## src/rtl/simple_pkg.sv

```systemverilog
// Shared definitions for the SIMPLE 16-bit core: opcode fields, fetch FSM
// states and instruction classification helpers.
package simple_pkg;

    localparam logic [1:0] OPC_CLASS_ALU = 2'b11;
    localparam logic [3:0] OPC_HLT       = 4'b1111;
    localparam logic [3:0] OPC_OUT       = 4'b1101;
    localparam logic [3:0] OPC_IN        = 4'b1100;

    typedef enum logic [1:0] {
        IDLE = 2'd0,
        RUN  = 2'd1,
        HALT = 2'd2
    } fetch_state_e;

    // HLT lives in the ALU class with the all-ones minor opcode.
    function automatic logic is_halt(input logic [15:0] inst);
        return (inst[15:14] == OPC_CLASS_ALU) && (inst[7:4] == OPC_HLT);
    endfunction

endpackage

```

## src/rtl/fetch_skid.sv

```systemverilog
// Single-entry holding buffer for one {instruction, pc} pair that arrives
// from memory while the fetch output register is still occupied.
module fetch_skid #(
    parameter int INST_W = 16,
    parameter int PC_W   = 16
) (
    input  logic              clk,
    input  logic              rst,
    input  logic              flush_i,
    input  logic              push_i,
    input  logic              pop_i,
    input  logic [INST_W-1:0] inst_i,
    input  logic [PC_W-1:0]   pc_i,
    output logic              full_o,
    output logic [INST_W-1:0] inst_o,
    output logic [PC_W-1:0]   pc_o
);

    logic              full_q, full_d;
    logic [INST_W-1:0] inst_q, inst_d;
    logic [PC_W-1:0]   pc_q,   pc_d;

    // Simultaneous push and pop replaces the entry and keeps it full.
    always_comb begin
        full_d = full_q;
        inst_d = inst_q;
        pc_d   = pc_q;
        if (flush_i) begin
            full_d = 1'b0;
        end else if (push_i) begin
            full_d = 1'b1;
            inst_d = inst_i;
            pc_d   = pc_i;
        end else if (pop_i) begin
            full_d = 1'b0;
        end
    end

    always_ff @(posedge clk or posedge rst) begin
        if (rst) begin
            full_q <= 1'b0;
            inst_q <= '0;
            pc_q   <= '0;
        end else begin
            full_q <= full_d;
            inst_q <= inst_d;
            pc_q   <= pc_d;
        end
    end

    assign full_o = full_q;
    assign inst_o = inst_q;
    assign pc_o   = pc_q;

endmodule

```

## src/rtl/inst_fetch.sv

```systemverilog
// Instruction fetch front end: drives the synchronous instruction memory,
// presents one instruction per cycle and handles stall, redirect and HLT.
module inst_fetch
    import simple_pkg::*;
#(
    parameter int              PC_W     = 16,
    parameter int              INST_W   = 16,
    parameter logic [PC_W-1:0] RESET_PC = '0
) (
    input  logic              clk,
    input  logic              rst,
    input  logic              start,
    input  logic              stall,
    input  logic              br_taken,
    input  logic [PC_W-1:0]   br_target,
    output logic              imem_rd,
    output logic [PC_W-1:0]   imem_addr,
    input  logic [INST_W-1:0] imem_rdata,
    output logic [INST_W-1:0] inst_out,
    output logic [PC_W-1:0]   pc_out,
    output logic              inst_valid,
    output logic              halted
);

    fetch_state_e      state_q, state_d;
    logic [PC_W-1:0]   f_q, f_d;
    logic              pending_q, pending_d;
    logic [PC_W-1:0]   pend_pc_q, pend_pc_d;
    logic              out_valid_q, out_valid_d;
    logic [INST_W-1:0] inst_out_q, inst_out_d;
    logic [PC_W-1:0]   pc_out_q, pc_out_d;

    logic              skid_full;
    logic [INST_W-1:0] skid_inst;
    logic [PC_W-1:0]   skid_pc;
    logic              skid_push, skid_pop, skid_flush;

    logic accept, out_free, hlt_accept, stall_cond, issue;

    assign accept     = out_valid_q && !stall;
    assign out_free   = !out_valid_q || !stall;
    assign hlt_accept = (state_q == RUN) && accept && is_halt(inst_out_q[15:0]);
    // Stop issuing whenever the response could find both output and skid occupied.
    assign stall_cond = stall && (skid_full || (pending_q && out_valid_q));
    assign issue      = (state_q == RUN) && !br_taken && !hlt_accept && !stall_cond;

    always_ff @(posedge clk or posedge rst) begin
        if (rst) begin
            state_q <= IDLE;
        end else begin
            state_q <= state_d;
        end
    end

    always_comb begin
        state_d     = state_q;
        f_d         = issue ? f_q + PC_W'(1) : f_q;
        pending_d   = issue;
        pend_pc_d   = issue ? f_q : pend_pc_q;
        out_valid_d = out_valid_q;
        inst_out_d  = inst_out_q;
        pc_out_d    = pc_out_q;
        skid_push   = 1'b0;
        skid_pop    = 1'b0;
        skid_flush  = 1'b0;

        case (state_q)
            IDLE:    if (start && !br_taken) state_d = RUN;
            RUN:     if (hlt_accept) state_d = HALT;
            HALT:    if (start && !br_taken) state_d = RUN;
            default: state_d = IDLE;
        endcase

        if (br_taken) begin
            f_d         = br_target;
            pending_d   = 1'b0;
            skid_flush  = 1'b1;
            out_valid_d = 1'b0;
        end else if (hlt_accept) begin
            // Resume point is held in F itself; the next start fetches from it.
            f_d         = pc_out_q + PC_W'(1);
            pending_d   = 1'b0;
            skid_flush  = 1'b1;
            out_valid_d = 1'b0;
        end else if (out_free) begin
            if (skid_full) begin
                out_valid_d = 1'b1;
                inst_out_d  = skid_inst;
                pc_out_d    = skid_pc;
                skid_pop    = 1'b1;
                skid_push   = pending_q;
            end else if (pending_q) begin
                out_valid_d = 1'b1;
                inst_out_d  = imem_rdata;
                pc_out_d    = pend_pc_q;
            end else begin
                out_valid_d = 1'b0;
            end
        end else if (pending_q) begin
            skid_push = 1'b1;
        end
    end

    always_ff @(posedge clk or posedge rst) begin
        if (rst) begin
            f_q         <= RESET_PC;
            pending_q   <= 1'b0;
            pend_pc_q   <= '0;
            out_valid_q <= 1'b0;
            inst_out_q  <= '0;
            pc_out_q    <= '0;
        end else begin
            f_q         <= f_d;
            pending_q   <= pending_d;
            pend_pc_q   <= pend_pc_d;
            out_valid_q <= out_valid_d;
            inst_out_q  <= inst_out_d;
            pc_out_q    <= pc_out_d;
        end
    end

    fetch_skid #(
        .INST_W (INST_W),
        .PC_W   (PC_W)
    ) u_skid (
        .clk     (clk),
        .rst     (rst),
        .flush_i (skid_flush),
        .push_i  (skid_push),
        .pop_i   (skid_pop),
        .inst_i  (imem_rdata),
        .pc_i    (pend_pc_q),
        .full_o  (skid_full),
        .inst_o  (skid_inst),
        .pc_o    (skid_pc)
    );

    assign imem_rd    = issue;
    assign imem_addr  = f_q;
    assign inst_out   = inst_out_q;
    assign pc_out     = pc_out_q;
    assign inst_valid = out_valid_q;
    assign halted     = (state_q == HALT);

endmodule

```

## config.mk

```make
export PLATFORM = sky130hd
export DESIGN_NAME = inst_fetch
export DESIGN_NICKNAME = d
export VERILOG_FILES = /design/src/rtl/simple_pkg.sv /design/src/rtl/fetch_skid.sv /design/src/rtl/inst_fetch.sv
export SDC_FILE = /design/constraint.sdc
export NUM_CORES = 1
export LEC_CHECK = 0
export ABC_AREA = 1
export BUFFER_PORTS_ARGS = -buffer_cell sky130_fd_sc_hd__clkbuf_2
export CAP_MARGIN = 10
export CORE_ASPECT_RATIO = 0.9
export CORE_MARGIN = 2
export CORE_UTILIZATION = 24
export DETAILED_ROUTE_END_ITERATION = 8
export HOLD_SLACK_MARGIN = 0.05
export RECOVER_POWER = 25
export SLEW_MARGIN = 20
export SYNTH_ARGS = -nofsm -noshare
export SYNTH_HDL_FRONTEND = slang
export SYNTH_HIERARCHICAL = 1
export SYNTH_SLANG_ARGS = --single-unit
export TNS_END_PERCENT = 10
```

## constraint.sdc

```tcl
create_clock -name clk -period 4.1 [get_ports clk]
set_clock_uncertainty 0.2 [all_clocks]
set_input_delay 0.82 -clock clk [delete_from_list [all_inputs] [get_ports clk]]
set_output_delay 0.82 -clock clk [all_outputs]
set_load 0.01 [all_outputs]
```

==> results of run 1 <==
## logic make-up after synthesis
family          Yosys count  synth area share, %
simple gates            438                36.35
flops                   101                46.50
compound gates           71                8.310
xor+xnor                  2               0.3223
buf+inv                  89                8.287
fa+ha+maj                 1               0.2302
## flip-flops by register name, summed over array words and instances, names as in the netlist
signal,count
inst_valid,1
imem_addr,16
u_skid/full_o,1
inst_out,16
state_q,2
pc_out,16
pending_q,1
u_skid/pc_o,16
pend_pc_q,16
u_skid/inst_o,16
## power by group
| part | leakage [nW] | total [mW] | switching [mW] | internal, mW |
|---|---|---|---|---|
| clock | 0.129 | 0.790 | 0.366 | 0.424 |
| sequential | 1.27 | 1.63 | 0.314 | 1.32 |
| combinational | 1.87 | 1.01 | 0.624 | 0.382 |
## cells in the mapped netlist, types with 2 or more instances
master	n
nor2_4	2
nor2_2	9
nor2_8	2
nand4_1	29
o31ai_1	32
inv_2	6
o211ai_1	3
nand3_4	2
buf_12	2
a21oi_1	6
o21ai_1	5
inv_1	40
buf_4	9
o21ai_0	21
buf_2	14
nor2_1	97
xor2_1	2
buf_6	4
nand2_2	28
nand2_1	213
clkbuf_1	12
nand3_1	51
dfrtp_1	101
nor3_1	2
## worst max-delay path: stages
cell	delay [ns]
clkbuf_2	0.11
inv_2	0.04
nand2_2	0.11
nor2_8	0.10
nand3_4	0.25
inv_2	0.09
nor2_2	0.15
nand2_1	0.11
a21oi_4	0.80
nand2_8	0.34
nand2_1	0.16
nand2_1	0.06
## per-stage QoR
| stage | worst slack [ns] | util [%] |
|---|---|---|
| after global routing | 0.7609 | 28.19 |
| after detailed placement | 0.6257 | 27.07 |
| after global placement | 0.6716 | 27.07 |
| after CTS | 0.9898 | 28.23 |
| final | 0.9797 | 28.19 |
| after floorplan | 1.368 | - |
## area by class of cell
cell class	instances	area, um2	area share (%)
flip-flops and latches	101	2527	40.06
multi-input cells	512	2469	39.12
repair buffers	95	499.2	7.912
well taps	297	371.6	5.889
clock buffers	13	250.2	3.966
inverters	48	182.7	2.895
clock inverters	2	10.01	0.1586
## final timing paths
| path | from | endpoint | slack [ns] | cells after the start |
|---|---|---|---|---|
| max | stall | u_skid/inst_o[6] | 0.98 | 12 |
| min | u_skid/inst_o[10] | u_skid/inst_o[10] | 0.27 | 2 |
| max reg2reg | u_skid/full_o | u_skid/inst_o[6] | 1.03 | 5 |
| min reg2reg | u_skid/inst_o[10] | u_skid/inst_o[10] | 0.27 | 2 |
| max in group asynchronous | rst | imem_addr[0] | 1.48 | 3 |
| min in group asynchronous | rst | inst_out[2] | 0.54 | 2 |
## metal layers
metal  part of all wire [%]  global-route usage, %
met1                     45                  17.46
met2                     47                  21.83
met3                    7.4                  4.348
met4                   0.96                  2.965
met5                      0                      0
==> qor.csv, run 1 <==
stage;metric;value;unit
run_status;outcome;finished with violations;
run_status;violations;max-capacitance violations, max-slew violations;
logic_synthesis;synth_area_leader_cell;dfrtp_1;
detailed_routing;vias;4804;
timing;tightest_slew;1.949;ns
clock_network;postCtsHoldBufs;0;
power;irDropWorstVdd;0.0002148;V
finish;finalNonFillerCells;1068;
logic_synthesis;synthDistinctLibCells;34;
timing;drv_slew;34;
finish;nNetsFinal;805;
detailed_routing;drt_iter0_drc;402;
logic_synthesis;syn_avg_cell_area;7.742;um2
logic_synthesis;syn-num-nets;740;
detailed_routing;wl_per_cell;14.66;um
clock_network;path_clk_slew;0.06;ns
detailed_routing;drc;0;
clock_network;cts.sink_count;101;
timing;hold_viol_final;0;
placement;place_inst;1053;
finish;layout_commonest_cell;nand2_1;
logic_synthesis;synth_seq_cells;101;
logic_synthesis;ys_seq_area_share;46.50;%
floorplan;rows;52;
clock_network;post_cts_buffers;0;
power;power_per_cell_area;543.9;nW/um2
timing;fmax;320.5;MHz
logic_synthesis;ys.flop_type;dfrtp_1;
global_route;grt_use_total;13.42;%
logic_synthesis;synth_area_leaders;dfrtp_1 47%, nand2_1 15%, nor2_1 6.7%;
finish;n_fill_cell;2460;
logic_synthesis;synth-edff-count;0;
run;maxCapViolCount;1;
clock_network;clk_latency;0.35;ns
global_route;grt_pass1_wl;24.78;mm
floorplan;dieWidth;162.6;um
placement;hpwl;11.10;mm
clock_network;cts_buffer_depth;2;
clock_network;h-tree-depth;3;
timing;tns;0;ns
logic_synthesis;syn-instance-count;702;
timing;hold_ws;0.2719;ns
finish;synthToLayoutAreaGrowth;16.09;%
floorplan;initial_core_util;24.28;%
global_route;grt_max_degree;49;
power;finalPower;3.432;mW
setup_path;crit_type;in2reg;
detailed_routing;viasPerCell;4.498;
power;leakage;3.271;nW
timing;fin_crit;3.120;ns
global_route;antenna_found_initial;0;
floorplan;die_h;146.8;um
logic_synthesis;ys_warn_count;6;
detailed_routing;drtPass1Iterations;5;
hold_path;hold_path_class;reg2reg;
setup_path;cp_max_fo;33;
timing;setup_viol;0;
global_route;grt_pass1_vias;4439;
finish;final_cell_mix;213 x nand2_1, 101 x dfrtp_1, 97 x nor2_1;
clock_network;numCtsBuffers;9;
global_route;grt-ovfl-total;0;
placement;io_buffers;87;
timing;timing.slew.headroom;-29.95;%
clock_network;cts_tree;yes;
floorplan;io_pins;88;
placement;post_dp_cell_area;6058;um2
setup_path;arrival;3.16;ns
logic_synthesis;syn_area;5435;um2
finish;final_area;6310;um2
floorplan;core;22380;um2
detailed_routing;wirelength;15.66;mm
finish;antenna_cells;0;
clock_network;root_buffer;clkbuf_16;
finish;drive_gt1_share;20.49;%
setup_path;critPathCaptureType;flop;
placement;gp_congestion;0.8498;
setup_path;worstSetupStartpointType;primary input;
logic_synthesis;ys_async_sr_fraction;100.0;%
timing;period_share;76.10;%
detailed_routing;ant_nets;0;
setup_path;cp.required;4.14;ns
timing;rsz0062_at_grt;false;
floorplan;die-area;23870;um2
clock_network;post_cts_resize_count;0;
logic_synthesis;synth_top_area_share;46.50;%
No activity file was read; power rests on OpenSTA's default activity.
==> run 2, diff against run 1 <==
- ABC_AREA: 1 -> 0
- clock period: 4.1 -> 2.9 ns (I/O delays scaled with it)
==> qor.csv, run 2 <==
stage;metric;value;unit
timing;rsz0062_at_grt;false;
finish;synthToLayoutAreaGrowth;20.51;%
global_route;antenna_found_initial;0;
hold_path;min-delay-start;br_target[14];
clock_network;h-tree-depth;3;
placement;post_dp_cell_area;5927;um2
timing;tns;0;ns
timing;fmax;373.0;MHz
logic_synthesis;synthDistinctLibCells;52;
finish;layout_commonest_cell;dfrtp_1;
global_route;grt_pass1_vias;3787;
timing;period_share;92.44;%
detailed_routing;viasPerCell;4.452;
setup_path;crit_buf_inv;1;
clock_network;post_cts_buffers;0;
setup_path;r2r_start;inst_valid;
detailed_routing;wl_per_cell;16.19;um
setup_path;slowest_stage;dfrtp_2;
detailed_routing;drc;0;
clock_network;postCtsHoldBufs;1;
placement;hpwl;9.805;mm
floorplan;die-area;22650;um2
setup_path;worst_path_largest_cell_delay;0.53;ns
finish;drive_gt1_share;31.65;%
clock_network;numCtsBuffers;9;
setup_path;critPathCaptureType;output port;
logic_synthesis;syn_avg_cell_area;11.22;um2
detailed_routing;drtPass1Iterations;4;
logic_synthesis;synth_top_area_share;49.08;%
finish;seq_area;2529;um2
floorplan;core;20960;um2
setup_path;worstSetupStartpointType;flop;
timing;setup_viol;0;
clock_network;root_buffer;clkbuf_16;
floorplan;io_pins;88;
setup_path;reg2reg_slack;0.42;ns
floorplan;die_h;143.0;um
logic_synthesis;synth_area_leaders;dfrtp_1 49%, mux2_4 9.0%, mux2i_1 8.9%;
clock_network;post_cts_resize_count;0;
detailed_routing;wl_met3;883;um
clock_network;cts_buffer_depth;2;
floorplan;dieWidth;158.4;um
logic_synthesis;syn_area;5150;um2
timing;timing.slew.headroom;34.62;%
hold_path;hold_depth;3;
floorplan;initial_core_util;24.57;%
power;leakage;2.769;nW
timing;drv_slew;0;
finish;multi_input_area;2396;um2
setup_path;reg2reg_depth;9;
finish;fin_util;29.61;%
logic_synthesis;ys_async_sr_fraction;100.0;%
floorplan;rows;50;
finish;antenna_cells;0;
finish;final_cell_mix;100 x dfrtp_1, 86 x clkbuf_2, 62 x nand2_1;
setup_path;critPathLaunch;u_skid/full_o;
setup_path;cp.required;2.12;ns
finish;n_fill_cell;2206;
placement;place_ws;0.1209;ns
finish;finalNonFillerCells;839;
logic_synthesis;synth-edff-count;0;
logic_synthesis;ys.flop_type;dfrtp_1;
logic_synthesis;synth_area_leader_cell;dfrtp_1;
global_route;grt-ovfl-total;0;
logic_synthesis;yosys-top-cells-count;101 x dfrtp_1, 62 x nand2_1, 46 x mux2i_1;
global_route;grt_pass1_wl;21.57;mm
detailed_routing;ant_nets;0;
logic_synthesis;yosysMostFrequentCell;dfrtp_1;
timing;hold_viol_final;0;
detailed_routing;drt_iter0_drc;344;
detailed_routing;dr_wl_met2;6.142;mm
detailed_routing;met1_length;6.507;mm
clock_network;path_clk_slew;0.07;ns
global_route;grt_use_total;12.57;%
logic_synthesis;synth_seq_cells;101;
timing;fin_crit;2.681;ns
power;irDropWorstVdd;0.0003030;V
logic_synthesis;syn-instance-count;459;
setup_path;crit_type;reg2out;
detailed_routing;wirelength;13.59;mm
detailed_routing;vias;3735;
placement;place_inst;822;
run;maxCapViolCount;0;
timing;finalWorstSetupSlack;0.2192;ns
timing;tightest_slew;0.9807;ns
logic_synthesis;syn-num-nets;497;
finish;final_area;6206;um2
detailed_routing;maxUsedRoutingLayer;met4;
clock_network;cts.sink_count;101;
placement;gp_congestion;0.8320;
setup_path;cpLargestDelayFamily;flip-flops;
logic_synthesis;ys_warn_count;6;
hold_path;min_to;imem_addr[14];
hold_path;hold_path_class;in2reg;
setup_path;arrival;1.90;ns
clock_network;clk_latency;0.35;ns
global_route;grt_max_degree;67;
setup_path;path_cells;a21oi_1 -> o21a_1 -> nand2b_1 -> nor2_2 -> clkbuf_2;
power;power_per_cell_area;772.2;nW/um2
placement;io_buffers;87;
finish;nNetsFinal;586;
logic_synthesis;ys_seq_area_share;49.08;%
setup_path;cp_max_fo;11;
setup_path;r2r_end;u_skid/pc_o[8];
clock_network;cts_tree;yes;
run_status;outcome;finished, final reports clean;
==> run 2: cell count changes after synthesis, sizes merged, moves of 29 or more <==
cell   delta
nand3    -43
mux2     +51
o31ai    -29
inv      -38
nor2     -95
nand2   -180
mux2i    +46
==> run 2: layout make-up <==
class	count	share of cell area [%]
Clock buffer	11	3.911
Sequential cell	101	40.75
Clock inverter	5	0.7056
Timing Repair Buffer	108	9.718
Multi-Input combinational cell	319	38.61
Tap cell	286	5.766
Inverter	9	0.5444
==> run 2: power breakdown <==
part	internal [mW]	total, mW	switching, mW
Sequential	1.86	2.31	0.451
Combinational	0.666	1.30	0.631
Clock	0.617	1.18	0.567
Total	3.14	4.79	1.65
==> run 2: worst max-delay path by stage <==
stage | end | slack [ns] | cells after the start
floorplan | imem_addr[4] | 0.03 | 14
global placement | imem_addr[14] | 0.18 | 10
detailed placement | imem_addr[14] | 0.12 | 10
CTS | imem_rd | 0.17 | 5
global route | imem_rd | 0.07 | 5
finish | imem_rd | 0.22 | 5
==> run 2: per-stage QoR <==
stage                     hold WS (ns)  power (mW)
after global placement          0.2449       3.611
after CTS                       0.2323       4.854
after detailed placement        0.2422       3.651
after floorplan                 0.2743       3.065
final                           0.2418       4.792
after global routing            0.2479       5.096
==> run 2: worst register-to-register path: cells and delay by family, from the launching register on <==
kind | cells | cell delay, ns
muxes | 1 | 0.36
and+or+nand+nor | 5 | 0.86
buffers and inverters | 3 | 0.52
DFF | 1 | 0.43
==> run 2: per-layer routing <==
metal / GRT usage, % / vias up
li1: - / 1810
met1: 17.56 / 1826
met2: 19.06 / 94
met3: 4.097 / 5
met4: 2.513 / 0
met5: 0 / -
==> run 2: cell families after synthesis <==
family                     count (synthesis)  synth area share (%)
muxes                                     97                 22.35
and+or+nand+nor                          124                 11.54
DFF                                      101                 49.08
xor gates and xnor gates                  13                 2.211
AOI/OAI and AO/OA                         84                 10.06
adders and majority gates                  1                0.2429
buffers and inverters                     39                 4.519
